===== src/rtl/demux_seq_pkg.sv =====
// Shared types and helpers for the demux round-robin sequencer.
// Optional feature macro: DEMUX_SEQ_CONT_EN (continuous re-sweep while start is held).
package demux_seq_pkg;

  typedef enum logic [1:0] {
    IDLE   = 2'd0,
    ACTIVE = 2'd1,
    DONE   = 2'd2
  } state_t;

  // Widest mask the helper accepts; callers zero-extend narrower masks.
  localparam int unsigned MAX_CH = 32;

  // Index of the lowest set bit; 0 when the mask is empty.
  function automatic logic [4:0] first_set(input logic [MAX_CH-1:0] mask);
    logic found;
    first_set = '0;
    found     = 1'b0;
    for (int unsigned i = 0; i < MAX_CH; i++) begin
      if (mask[i] && !found) begin
        first_set = i[4:0];
        found     = 1'b1;
      end
    end
  endfunction

endpackage


===== src/rtl/demux_next_ch.sv =====
// Finds the next enabled channel strictly above the current select.
// Optional feature macro: none (see demux_rr_sequencer for DEMUX_SEQ_CONT_EN).
module demux_next_ch #(
  parameter int unsigned NUM_CH = 4,
  parameter int unsigned SEL_W  = 2
) (
  input  logic [NUM_CH-1:0] mask,
  input  logic [SEL_W-1:0]  cur,
  output logic [SEL_W-1:0]  nxt,
  output logic              none
);

  // Scan upward from cur+1 and stop at the first enabled channel.
  always_comb begin
    nxt  = '0;
    none = 1'b1;
    for (int unsigned i = 0; i < NUM_CH; i++) begin
      if (none && (i > 32'(cur)) && mask[i]) begin
        nxt  = SEL_W'(i);
        none = 1'b0;
      end
    end
  end

endmodule


===== src/rtl/demux_rr_sequencer.sv =====
// Round-robin sequencer driving the 1-to-4 demux select and data bit.
// Optional feature macro: DEMUX_SEQ_CONT_EN -- when defined, a sweep that ends
// with start held wraps back to the lowest enabled channel instead of finishing.
module demux_rr_sequencer
  import demux_seq_pkg::*;
#(
  parameter int unsigned NUM_CH  = 4,
  parameter int unsigned SEL_W   = 2,
  parameter int unsigned DWELL_W = 4
) (
  input  logic               clk,
  input  logic               rst_n,
  input  logic               start,
  input  logic               abort,
  input  logic [DWELL_W-1:0] dwell,
  input  logic [NUM_CH-1:0]  ch_mask,
  input  logic               data_in,
  output logic [SEL_W-1:0]   sel,
  output logic               demux_in,
  output logic               valid,
  output logic               busy,
  output logic               done
);

  state_t             state_q, state_d;
  logic [SEL_W-1:0]   sel_q, sel_d;
  logic [DWELL_W-1:0] cnt_q, cnt_d;
  logic [NUM_CH-1:0]  mask_q, mask_d;
  logic [DWELL_W-1:0] dwell_q, dwell_d;
  logic               din_q, din_d;

  logic [SEL_W-1:0]   nxt_ch;
  logic               nxt_none;
  logic [SEL_W-1:0]   first_req;
  logic [SEL_W-1:0]   first_lat;
  logic               last_beat;

  demux_next_ch #(
    .NUM_CH (NUM_CH),
    .SEL_W  (SEL_W)
  ) u_next_ch (
    .mask (mask_q),
    .cur  (sel_q),
    .nxt  (nxt_ch),
    .none (nxt_none)
  );

  assign first_req = SEL_W'(first_set(MAX_CH'(ch_mask)));
  assign first_lat = SEL_W'(first_set(MAX_CH'(mask_q)));
  assign last_beat = (cnt_q == (dwell_q - DWELL_W'(1)));

  // State and datapath registers; reset clears everything, including mid-sweep.
  always_ff @(posedge clk) begin
    if (!rst_n) begin
      state_q <= IDLE;
      sel_q   <= '0;
      cnt_q   <= '0;
      mask_q  <= '0;
      dwell_q <= '0;
      din_q   <= 1'b0;
    end else begin
      state_q <= state_d;
      sel_q   <= sel_d;
      cnt_q   <= cnt_d;
      mask_q  <= mask_d;
      dwell_q <= dwell_d;
      din_q   <= din_d;
    end
  end

  // Next-state, channel advance and dwell counting; abort takes priority in ACTIVE.
  always_comb begin
    state_d = state_q;
    sel_d   = sel_q;
    cnt_d   = cnt_q;
    mask_d  = mask_q;
    dwell_d = dwell_q;
    case (state_q)
      IDLE: begin
        sel_d = '0;
        cnt_d = '0;
        if (start) begin
          if (ch_mask != '0) begin
            state_d = ACTIVE;
            mask_d  = ch_mask;
            dwell_d = (dwell == '0) ? DWELL_W'(1) : dwell;
            sel_d   = first_req;
          end else begin
            state_d = DONE;
          end
        end
      end
      ACTIVE: begin
        if (abort) begin
          state_d = IDLE;
          sel_d   = '0;
          cnt_d   = '0;
        end else if (last_beat) begin
          cnt_d = '0;
          if (!nxt_none) begin
            sel_d = nxt_ch;
          end else begin
`ifdef DEMUX_SEQ_CONT_EN
            if (start) sel_d = first_lat;
            else       state_d = DONE;
`else
            state_d = DONE;
`endif
          end
        end else begin
          cnt_d = cnt_q + DWELL_W'(1);
        end
      end
      DONE: begin
        state_d = IDLE;
        sel_d   = '0;
        cnt_d   = '0;
      end
      default: begin
        state_d = IDLE;
        sel_d   = '0;
        cnt_d   = '0;
      end
    endcase
    din_d = (state_d == ACTIVE) ? data_in : 1'b0;
  end

`ifndef DEMUX_SEQ_CONT_EN
  logic unused_first_lat;
  assign unused_first_lat = ^first_lat;
`endif

  assign sel      = sel_q;
  assign demux_in = din_q;
  assign valid    = (state_q == ACTIVE);
  assign busy     = (state_q == ACTIVE) || (state_q == DONE);
  assign done     = (state_q == DONE);

endmodule

===== config.mk =====
export PLATFORM = sky130hd
export DESIGN_NAME = demux_rr_sequencer
export DESIGN_NICKNAME = d
export VERILOG_FILES = /design/src/rtl/demux_seq_pkg.sv /design/src/rtl/demux_next_ch.sv /design/src/rtl/demux_rr_sequencer.sv
export SDC_FILE = /design/constraint.sdc
export NUM_CORES = 1
export LEC_CHECK = 0
export CAP_MARGIN = 20
export CORE_MARGIN = 10
export CORE_UTILIZATION = 53
export DETAILED_ROUTE_END_ITERATION = 12
export GPL_ROUTABILITY_DRIVEN = 0
export PLACE_DENSITY = 0.84
export SYNTH_ARGS = -nofsm -noshare
export SYNTH_HDL_FRONTEND = slang
export SYNTH_SLANG_ARGS = --single-unit

===== constraint.sdc =====
create_clock -name clk -period 2.8 [get_ports clk]
set_clock_uncertainty 0.15 [all_clocks]
set_input_delay 0.42 -clock clk [delete_from_list [all_inputs] [get_ports clk]]
set_output_delay 0.42 -clock clk [all_outputs]
set_load 0.05 [all_outputs]

==> results by group <==
Clock tree
  – Resize count post-CTS: 0
  – CTS sink cnt: 16
  – H-tree Lvls: 1
  – CTS Buffer Depth: 2
  – CTS tree: done
  – Clk_lat worst skew: around 290 ps
  – CTS root buf: clkbuf_4
  – Worst-path clk slew: around 100 ps
  – CTS buffer count: 3
  – Hold Buf Count CTS: 0
  – Setup bufs post-CTS: 0

Floorplanning
  – Core area: 1559 µm²
  – Die outline height: just over 60 µm
  – Die ar.: 3777 µm²
  – Initial core utilization: ~58%
  – I/O pins: 19
  – Rows: 14
  – Die X: about 61 µm

Global routing
  – Total track usage: between 10% and 20%
  – M1 GR Usage: 14.40%
  – Met2 usage: between 10% and 20%
  – Initial antenna violation count: 0
  – Largest net degree at the start of global routing: 12
  – Number of global-route vias before repair: roughly 740
  – First-pass GRT wire length: ~3400 µm
  – GRT met3 Usage: 3.498%
  – Global route total overflow: 0
  – Gr busiest metal: met2

Yosys
  – Mapped cell area: roughly 910 µm²
  – Post-Syn Area per Cell: ~9 µm²
  – Post-synth EDFFs: 0
  – Commonest cells in the netlist: dfxtp_1, nor2_1, nor2b_1
  – Largest cells by area after synthesis: dfxtp_1, mux2i_1, ha_1
  – Cell with the most instances after synthesis: dfxtp_1
  – Net Count, Synth: about 120
  – Unique masters post-synth: 33
  – Ys flop type: dfxtp_1
  – #FFs+latches synth: 16
  – Area leader, netlist: dfxtp_1
  – Synth warnings: 0
  – Asr flop ratio synth: 0%
  – Area share of the largest cell type after synthesis: around a third
  – Synthesized instance count: ~100
  – Sequential share of the synthesized area: between 30% and 40%

Worst setup path
  – Critical R2R Launch: dwell_q[0]
  – Maximum fanout along the worst path: 4
  – Crit. End Element: output port
  – Critical-path top delay cell: clkdlybuf4s50_1
  – Critical Path Source: state_q[0]
  – Startpoint Class: register
  – CP Class: register to output port
  – Crit path max-delay family: buffers and inverters
  – Worst Path Buf+Inv: 2
  – Worst Path Arrival: about 1800 ps
  – CP required: about 2200 ps
  – Worst path cell trace: inv_1, ha_1, clkdlybuf4s50_1
  – CP peak stage delay: 810 ps

Routing
  – DR WL/cell: roughly 15 µm
  – Via count: 771
  – Total Wirelength: around 2000 µm
  – Drt first pass iters: 4
  – Post-route ant nets: 0
  – DRC: 0
  – Drt first-iter violations: 26
  – Avg Vias per Cell: between 5 and 6

Timing
  – Max Fclk: a little over 0.4 GHz
  – Final WS setup: a little under 400 ps
  – Worst-margin pin slew: roughly 520 ps
  – RSZ-0062 raised after global routing: no
  – Worst hold slack: 368.3 ps
  – Fin crit share: between 80% and 90%
  – Slew margin rel.: roughly two thirds
  – Final TNS setup: 0 ps
  – Setup violators final: 0
  – Final min period: between 2000 and 2500 ps
  – Slew Viols, Final: 0
  – Fin. Hold Viols: 0

Cells and area
  – Area grow syn2layout: 25.55%
  – ANT cells: 0
  – Fin nets: ~140
  – Layout cells sized above 1: 7.377%
  – Filler cells: 128
  – Fin cells: 138

Placement
  – Placed Instances: around 130
  – Dpl hpwl: approximately 1600 µm
  – Place WS: about 710 ps
  – Port bufs: 18

Pwr
  – Clock share of power: 27.0%
  – Seq pwr share: between 40% and 50%
  – Comb pwr share: 28.2%
  – Sw Ratio: a little under a third
  – P_leak: between 0.4 and 0.5 nW
  – Power per cell area: about 500 nW/µm²
  – Internal Power: between 0.0003 and 0.0004 W
  – Switch Pwr: around 0.00018 W
  – Max VDD drop: approximately 470 µV

Worst hold path
  – Min-Delay Path Class: register to register
  – Hold path startpoint: cnt_q[0]

Run
  – Max_cap viols: 0

Run status
  – Status: finished, final reports clean
## power groups by stage
stage / Combinational (W) / Sequential [W] / Clock (W)
4_1_cts: 0.000162 / 0.000256 / 0.000156
3_5_place_dp: 0.000161 / 0.000261 / 0
2_1_floorplan: 0.000107 / 0.000267 / 0
5_1_grt: 0.000176 / 0.000259 / 0.000168
3_3_place_gp: 0.000157 / 0.000261 / 0
6_report: 0.000162 / 0.000257 / 0.000155
## layer usage
| layer | vias up | part of all wire, % | routed length, µm |
|---|---|---|---|
| li1 | 397 | - | - |
| met3 | 2 | 7.1 | 142 |
| met1 | 351 | 48 | 961 |
| met5 | - | 0 | 0 |
| met2 | 21 | 44 | 885 |
| met4 | 0 | 0.90 | 18 |
## logic make-up after synthesis
family | Yosys count | share of synthesized area [%]
adders and majority gates | 5 | 6.868
AOI/OAI and AO/OA | 21 | 16.21
and+or+nand+nor | 36 | 22.39
DFF | 16 | 35.17
xor gates and xnor gates | 8 | 7.693
muxes | 8 | 8.792
buffers and inverters | 7 | 2.884
## flip-flops by register name, summed over array words and instances, names as in the netlist
signal	count
state_q	2
sel	2
mask_q	3
dwell_q	4
demux_in	1
cnt_q	4
## area by class of cell
class | instances | area, µm² | share of cell area, %
Multi-Input combinational cell | 78 | 564.3 | 49.34
Clock buffer | 4 | 36.28 | 3.173
Tap cell | 16 | 20.02 | 1.751
Timing Repair Buffer | 18 | 180.2 | 15.75
Sequential cell | 16 | 320.3 | 28.01
Inverter | 6 | 22.52 | 1.969
## layout by cell type, fill, tap and decap left out, types with 4 or more instances in the layout
cell type and count:
clkdlybuf4s50_1 18, dfxtp_1 16, nor2_1 9, nor2b_1 9, mux2i_1 8, xnor2_1 7
inv_1 6, nand2_1 6, ha_1 5, o21ai_0 4, a21oi_1 4
## final timing paths
| path | slack (ps) | cells past startpoint | end |
|---|---|---|---|
| worst min register to register | 370 | 1 | cnt_q[0] |
| worst min-delay path | 370 | 1 | cnt_q[0] |
| worst max-delay path | 390 | 3 | busy |
| worst max register to register | 690 | 7 | demux_in |
## through the flow
stage	instance area [µm²]	util [%]	total power, W
5_1_grt	1144	73.35	0.0006027
3_3_place_gp	1107	71.03	0.0004183
4_1_cts	1144	73.35	0.0005743
3_5_place_dp	1107	71.03	0.0004221
2_1_floorplan	910.9	-	0.0003739
6_report	1144	73.35	0.0005729
Note: power is estimated with default switching activity, not from simulation.
